$ cat src/rtl/ascon_perm_engine_pkg.sv
// Shared types and helpers for the ASCON permutation engine and its round datapath.
package ascon_perm_engine_pkg;

  typedef enum logic [1:0] {
    OP_INIT  = 2'd0,
    OP_AD    = 2'd1,
    OP_PT    = 2'd2,
    OP_FINAL = 2'd3
  } ascon_op_t;

  localparam logic [63:0] IV_128  = 64'h80400c0600000000;
  localparam logic [63:0] IV_128A = 64'h80800c0800000000;

  // Round constant for absolute round index r (0..11) of the 12-round schedule.
  function automatic logic [7:0] rc(input logic [3:0] r);
    return {4'hF - r, r};
  endfunction

  function automatic logic [63:0] ror64(input logic [63:0] x, input int unsigned n);
    return (x >> n) | (x << (64 - n));
  endfunction

endpackage

$ cat src/rtl/ascon_perm_engine_if.sv
// Request/response bundle between the mode controller (master) and the permutation engine (slave).
interface ascon_perm_engine_if
  import ascon_perm_engine_pkg::*;
#(
  parameter int RATE = 64
);
  logic            start_i;
  ascon_op_t       op_i;
  logic            last_i;
  logic [319:0]    state_i;
  logic [RATE-1:0] data_i;
  logic [127:0]    key_i;
  logic            ready_o;
  logic            done_o;
  logic [319:0]    state_o;
  logic [RATE-1:0] cipher_o;
  logic [127:0]    tag_o;

  modport master (
    output start_i, op_i, last_i, state_i, data_i, key_i,
    input  ready_o, done_o, state_o, cipher_o, tag_o
  );

  modport slave (
    input  start_i, op_i, last_i, state_i, data_i, key_i,
    output ready_o, done_o, state_o, cipher_o, tag_o
  );
endinterface

$ cat src/rtl/ascon_perm_engine_round.sv
// One combinational ASCON round: constant addition, bitsliced S-box layer, linear diffusion.
module ascon_round
  import ascon_perm_engine_pkg::*;
(
  input  logic [319:0] state,
  input  logic [3:0]   round_idx,
  output logic [319:0] next_state
);

  // NOTE: combinational logic uses blocking '=' so each step sees the previous one; every
  // variable is fully assigned on every pass, so no latch is inferred.
  always_comb begin
    logic [63:0] x0, x1, x2, x3, x4;
    logic [63:0] t0, t1, t2, t3, t4;
    x0 = state[319:256];
    x1 = state[255:192];
    x2 = state[191:128] ^ {56'h0, rc(round_idx)};
    x3 = state[127:64];
    x4 = state[63:0];

    x0 = x0 ^ x4;
    x4 = x4 ^ x3;
    x2 = x2 ^ x1;
    t0 = ~x0 & x1;
    t1 = ~x1 & x2;
    t2 = ~x2 & x3;
    t3 = ~x3 & x4;
    t4 = ~x4 & x0;
    x0 = x0 ^ t1;
    x1 = x1 ^ t2;
    x2 = x2 ^ t3;
    x3 = x3 ^ t4;
    x4 = x4 ^ t0;
    x1 = x1 ^ x0;
    x0 = x0 ^ x4;
    x3 = x3 ^ x2;
    x2 = ~x2;

    next_state = {x0 ^ ror64(x0, 19) ^ ror64(x0, 28),
                  x1 ^ ror64(x1, 61) ^ ror64(x1, 39),
                  x2 ^ ror64(x2, 1)  ^ ror64(x2, 6),
                  x3 ^ ror64(x3, 10) ^ ror64(x3, 17),
                  x4 ^ ror64(x4, 7)  ^ ror64(x4, 41)};
  end

endmodule

$ cat src/rtl/ascon_perm_engine.sv
// Self-sequencing ASCON permutation engine: runs one INIT/AD/PT/FINAL phase per accepted start,
// applying UNROLL rounds per clock plus the phase's pre- and post-permutation XORs.
module ascon_perm_engine
  import ascon_perm_engine_pkg::*;
#(
  parameter int RATE   = 64,
  parameter int UNROLL = 1,
  parameter int PA     = 12,
  parameter int PB     = 6
)(
  input logic                clock_i,
  input logic                resetb_i,
  ascon_perm_engine_if.slave bus
);

  localparam logic [1:0] S_IDLE = 2'd0;
  localparam logic [1:0] S_RUN  = 2'd1;
  localparam logic [1:0] S_DONE = 2'd2;

  logic [1:0]             fsm_q;
  logic [3:0]             round_q;
  ascon_op_t              op_q;
  logic                   last_q;
  logic [319:0]           state_q;
  logic [RATE-1:0]        cipher_q;
  logic [127:0]           tag_q;

  logic [UNROLL:0][319:0] chain;
  logic [319:0]           load_state;
  logic [319:0]           post_mask;
  logic [319:0]           final_state;
  logic [3:0]             n_rounds;
  logic                   last_step;

  assign chain[0] = state_q;
  for (genvar g = 0; g < UNROLL; g++) begin : g_round
    ascon_round u_round (
      .state      (chain[g]),
      .round_idx  (round_q + 4'(g)),
      .next_state (chain[g+1])
    );
  end

  // State as it must look right after the accept edge, before any round runs.
  always_comb begin
    load_state = state_q;
    case (bus.op_i)
      OP_INIT:      load_state = bus.state_i;
      OP_AD, OP_PT: load_state = state_q ^ {bus.data_i, {(320-RATE){1'b0}}};
      OP_FINAL:     load_state = state_q ^ {{RATE{1'b0}}, bus.key_i, {(192-RATE){1'b0}}};
      default:      load_state = state_q;
    endcase
  end

  always_comb begin
    n_rounds = (bus.op_i == OP_AD || bus.op_i == OP_PT) ? 4'(PB) : 4'(PA);
    if (bus.op_i == OP_PT && bus.last_i) n_rounds = 4'd0;
  end

  // The key is not latched: the controller holds it stable for the whole message.
  always_comb begin
    post_mask = '0;
    case (op_q)
      OP_INIT, OP_FINAL: post_mask = {192'h0, bus.key_i};
      OP_AD:             post_mask = {319'h0, last_q};
      default:           post_mask = '0;
    endcase
  end

  assign last_step   = ({1'b0, round_q} + 5'(UNROLL)) == 5'd12;
  assign final_state = chain[UNROLL] ^ post_mask;

  // NOTE: sequential state uses non-blocking '<=' so every register updates from pre-edge values;
  // the wide state register is reset like any other flop so state_o is defined from reset.
  always_ff @(posedge clock_i or negedge resetb_i) begin
    if (!resetb_i) begin
      fsm_q    <= S_IDLE;
      round_q  <= 4'd0;
      op_q     <= OP_INIT;
      last_q   <= 1'b0;
      state_q  <= '0;
      cipher_q <= '0;
      tag_q    <= '0;
    end else begin
      case (fsm_q)
        S_IDLE: if (bus.start_i) begin
          op_q    <= bus.op_i;
          last_q  <= bus.last_i;
          round_q <= 4'd12 - n_rounds;
          state_q <= load_state;
          if (bus.op_i == OP_PT) cipher_q <= load_state[319 -: RATE];
          fsm_q   <= (n_rounds == 4'd0) ? S_DONE : S_RUN;
        end
        S_RUN: begin
          round_q <= round_q + 4'(UNROLL);
          if (last_step) begin
            state_q <= final_state;
            if (op_q == OP_FINAL) tag_q <= final_state[127:0];
            fsm_q   <= S_DONE;
          end else begin
            state_q <= chain[UNROLL];
          end
        end
        S_DONE:  fsm_q <= S_IDLE;
        default: fsm_q <= S_IDLE;
      endcase
    end
  end

  assign bus.ready_o  = (fsm_q == S_IDLE);
  assign bus.done_o   = (fsm_q == S_DONE);
  assign bus.state_o  = state_q;
  assign bus.cipher_o = cipher_q;
  assign bus.tag_o    = tag_q;

endmodule

$ cat src/flat_wrapper.sv
// flat-port wrapper written by rule: the top's interface ports become plain ports
module ascon_perm_engine_flat import ascon_perm_engine_pkg::*;
#(
  parameter int RATE   = 64,
  parameter int UNROLL = 1,
  parameter int PA     = 12,
  parameter int PB     = 6
)
  (clock_i, resetb_i, bus_start_i, bus_op_i, bus_last_i, bus_state_i, bus_data_i, bus_key_i, bus_ready_o, bus_done_o, bus_state_o, bus_cipher_o, bus_tag_o);
  ascon_perm_engine_if #(.RATE(RATE)) bus_i ();
  input logic clock_i;
  input logic resetb_i;
  input wire logic [$bits(bus_i.start_i)-1:0] bus_start_i;
  input wire logic [$bits(bus_i.op_i)-1:0] bus_op_i;
  input wire logic [$bits(bus_i.last_i)-1:0] bus_last_i;
  input wire logic [$bits(bus_i.state_i)-1:0] bus_state_i;
  input wire logic [$bits(bus_i.data_i)-1:0] bus_data_i;
  input wire logic [$bits(bus_i.key_i)-1:0] bus_key_i;
  output wire logic [$bits(bus_i.ready_o)-1:0] bus_ready_o;
  output wire logic [$bits(bus_i.done_o)-1:0] bus_done_o;
  output wire logic [$bits(bus_i.state_o)-1:0] bus_state_o;
  output wire logic [$bits(bus_i.cipher_o)-1:0] bus_cipher_o;
  output wire logic [$bits(bus_i.tag_o)-1:0] bus_tag_o;
  assign bus_i.start_i = bus_start_i;
  assign bus_i.op_i = bus_op_i;
  assign bus_i.last_i = bus_last_i;
  assign bus_i.state_i = bus_state_i;
  assign bus_i.data_i = bus_data_i;
  assign bus_i.key_i = bus_key_i;
  assign bus_ready_o = bus_i.ready_o;
  assign bus_done_o = bus_i.done_o;
  assign bus_state_o = bus_i.state_o;
  assign bus_cipher_o = bus_i.cipher_o;
  assign bus_tag_o = bus_i.tag_o;
  ascon_perm_engine #(.RATE(RATE), .UNROLL(UNROLL), .PA(PA), .PB(PB)) u_core (.clock_i(clock_i), .resetb_i(resetb_i), .bus(bus_i));
endmodule
$ cat config.mk
export PLATFORM = sky130hd
export DESIGN_NAME = ascon_perm_engine_flat
export DESIGN_NICKNAME = d
export VERILOG_FILES = /design/src/rtl/ascon_perm_engine_pkg.sv /design/src/rtl/ascon_perm_engine_if.sv /design/src/rtl/ascon_perm_engine_round.sv /design/src/rtl/ascon_perm_engine.sv /design/src/flat_wrapper.sv
export SDC_FILE = /design/constraint.sdc
export NUM_CORES = 2
export LEC_CHECK = 0
export BUFFER_PORTS_ARGS = -buffer_cell sky130_fd_sc_hd__buf_2
export CORE_AREA = 2 2 397 399
export DETAILED_ROUTE_END_ITERATION = 12
export DIE_AREA = 0 0 399 401
export SLEW_MARGIN = 0
export SYNTH_ARGS = -nofsm -noshare
export SYNTH_HDL_FRONTEND = slang
export SYNTH_HIERARCHICAL = 1
export SYNTH_SLANG_ARGS = --single-unit
$ cat constraint.sdc
create_clock -name clock_i -period 3.4 [get_ports clock_i]
set_input_delay 0.34 -clock clock_i [delete_from_list [all_inputs] [get_ports clock_i]]
set_output_delay 0.34 -clock clock_i [all_outputs]
set_load 0.02 [all_outputs]
==> impl_metrics.yaml <==
outcome:
  status: "complete, but fails checks"
  violations: "negative setup slack"
yosys:
  yosysSeqAreaShare: 0.277
  yosys_warnings: 6
  yosys_most_used_dff: "dfrtp_1"
  ys_types: 47
  synth.cell_area_sq_um: 47100
  synth-edff-count: 0
  synth_fp_nets: 5930
  synth_seq_cells: 521
  syn_area_per_cell_sq_um: 8.92
  synthArstFlopShare: 1.00
  syn_inst: 5276
clock_tree:
  clk_pin_slew_ps: 60
  cts_tree: "yes"
  cts-buffers-inserted: 74
  cts_sinks: 521
  root_buffer: "clkbuf_16"
  htreeDepth: 3
  worstSkewPairLatency_ps: 740
  clk_path_buf_depth: 3
finish:
  fill_cells: 15634
  multi_input_area_sq_um: 29600
  syn_to_final_growth_pct: 31.2
  final-seq-area_sq_um: 13000
  final_nets: 7265
  layout_common_cells: "1030 x buf_2, 589 x nor2_1, 523 x nand2_1, 514 x dfrtp_1, 458 x xnor2_1"
  final_common_cell: "buf_2"
  drive_gt1_frac: 0.257
place:
  hpwl_um: 233000
  dp_worst_setup_slack_ps: 326
  gp_congestion: 1.02
  numPortBuffers: 1031
detailed_routing:
  wl_um: 291000
  wl_per_cell_um: 33.3
  viasPerCell: 5.47
  first_pass_iters: 8
  num_vias: 47856
  drt_iter0_markers: 5275
  postRouteAntennaNets: 0
  drc: 0
floorplan:
  rows: 145
  io_pins: 1032
  core_sq_um: 156000
  initial_core_util: 0.302
  die_w_um: 399
  die_h_um: 401
  die_area_sq_um: 160000
setup_path:
  critPathMaxFanout: 6
  path_class: "reg -> reg"
  cp_data_arrival_time_ps: 4130
  critPathCaptureType: "register"
  crit_required_ps: 4060
  startpoint_type: "register"
sta:
  setup_viol: 1
  postLayoutSetupSlackWorst_ps: -65.4
  tightestPinTransition_ps: 1300
  hold_viol: 0
  fmax_ghz: 0.289
  slew_headroom: 0.125
  fin_crit_ps: 3470
  fin_skew_ps: 38.9
  drv_slew: 0
  period_share: 1.02
global_route:
  grt_max_degree: 115
  grt-ovfl-total: 0
  track_usage: 0.352
  antenna_found_initial: 53
  grt_pass1_wl_um: 389000
  first_global_vias: 46017
hold_path:
  hp-class: "in -> reg"
run:
  drv_cap: 0
[final cells by class]
class | instances | area share
Inverter | 281 | 0.0171
Tap cell | 2058 | 0.0417
Timing Repair Buffer | 1871 | 0.209
Sequential cell | 521 | 0.211
Antenna cell | 18 | 0.000729
Multi-Input combinational cell | 3862 | 0.479
Clock buffer | 100 | 0.0344
Clock inverter | 35 | 0.00648
[worst paths after layout]
kind / endpoint / start / cells past startpoint / slack, ps
max: u_core/bus.state_o[73] / u_core/bus.state_o[218] / 12 / -70
min: u_core/bus.state_o[135] / bus_state_i[135] / 3 / 30
max reg2reg: u_core/bus.state_o[73] / u_core/bus.state_o[218] / 12 / -70
min reg2reg: u_core/bus.cipher_o[30] / u_core/bus.cipher_o[30] / 2 / 470
max in group asynchronous: u_core/bus.tag_o[32] / resetb_i / 4 / 2030
min in group asynchronous: u_core/bus.cipher_o[48] / resetb_i / 2 / 250
[cells in the mapped netlist, drive strengths merged (127+ instances only)]
cell    number  share of area
a211oi     127          0.020
a21oi      272          0.029
xnor3      216           0.10
inv        281          0.022
nor2       591          0.047
buf        440          0.064
xnor2      528           0.11
a31oi      254          0.034
ha         136          0.036
clkbuf     172          0.014
nand2      524          0.042
dfrtp      521           0.28
xor2       444          0.083
o21ai      413          0.044
a221oi     127          0.024
[flip-flops by register name (all words and copies together), names as in the netlist]
register             cells
u_core/bus.tag_o       128
u_core/last_q            1
u_core/op_q              2
u_core/fsm_q             2
u_core/bus.state_o     320
u_core/bus.cipher_o     64
u_core/round_q           4
[kinds of logic (layout without fill, tap and decap cells)]
kind of cell / after synthesis / in the layout / synth area share
AND/OR/NAND/NOR: 1137 / 1137 / 0.0923
multiplexers: 10 / 10 / 0.00215
other: 0 / 18 / 0
buffers and inverters: 893 / 2287 / 0.100
XOR/XNOR: 1228 / 1228 / 0.313
flip-flops: 521 / 521 / 0.277
adder cells (fa/ha/maj): 155 / 155 / 0.0402
AO/OA/AOI/OAI: 1332 / 1332 / 0.175
[timing repair]
item / 4_1_cts / 5_1_grt
endpoints found under the hold margin: 334 / 0
setup endpoints to repair: 0 / 27
gates resized for setup: 0 / 31
hold buffers: 379 / 0
setup buffers: 0 / 0
[per-layer routing]
metal | wire length, um | vias to the layer above | GRT usage
met5 | 336 | - | 0
met4 | 21900 | 46 | 0.214
met3 | 25900 | 751 | 0.0802
met2 | 128000 | 2977 | 0.545
met1 | 115000 | 23649 | 0.444
li1 | - | 20433 | -
[stage by stage]
stage	instances	TNS (ps)	utilization	area (sq um)	hold WS (ps)
6_report	8746	-65.4	0.397	61800	32.8
5_1_grt	8737	-2.44	0.397	61700	32.7
4_1_cts	8728	0	0.395	61500	0.0356
3_5_place_dp	8214	0	0.355	55200	413
3_3_place_gp	8213	0	0.355	55200	406
2_1_floorplan	5276	0	-	47100	44.4
[critical path, cell delays in order (launching register included)]
cell,delay (ps)
dfrtp_1,500
inv_1,120
ha_1,310
xnor2_1,130
buf_4,170
xnor2_1,130
buf_4,180
xnor3_1,530
inv_1,120
a211oi_1,250
a31oi_1,100
a31oi_1,240
dlygate4sd3_1,600
Power is not shown: default switching activity piles up to over one toggle a cycle in this logic, so the estimate is an artifact.
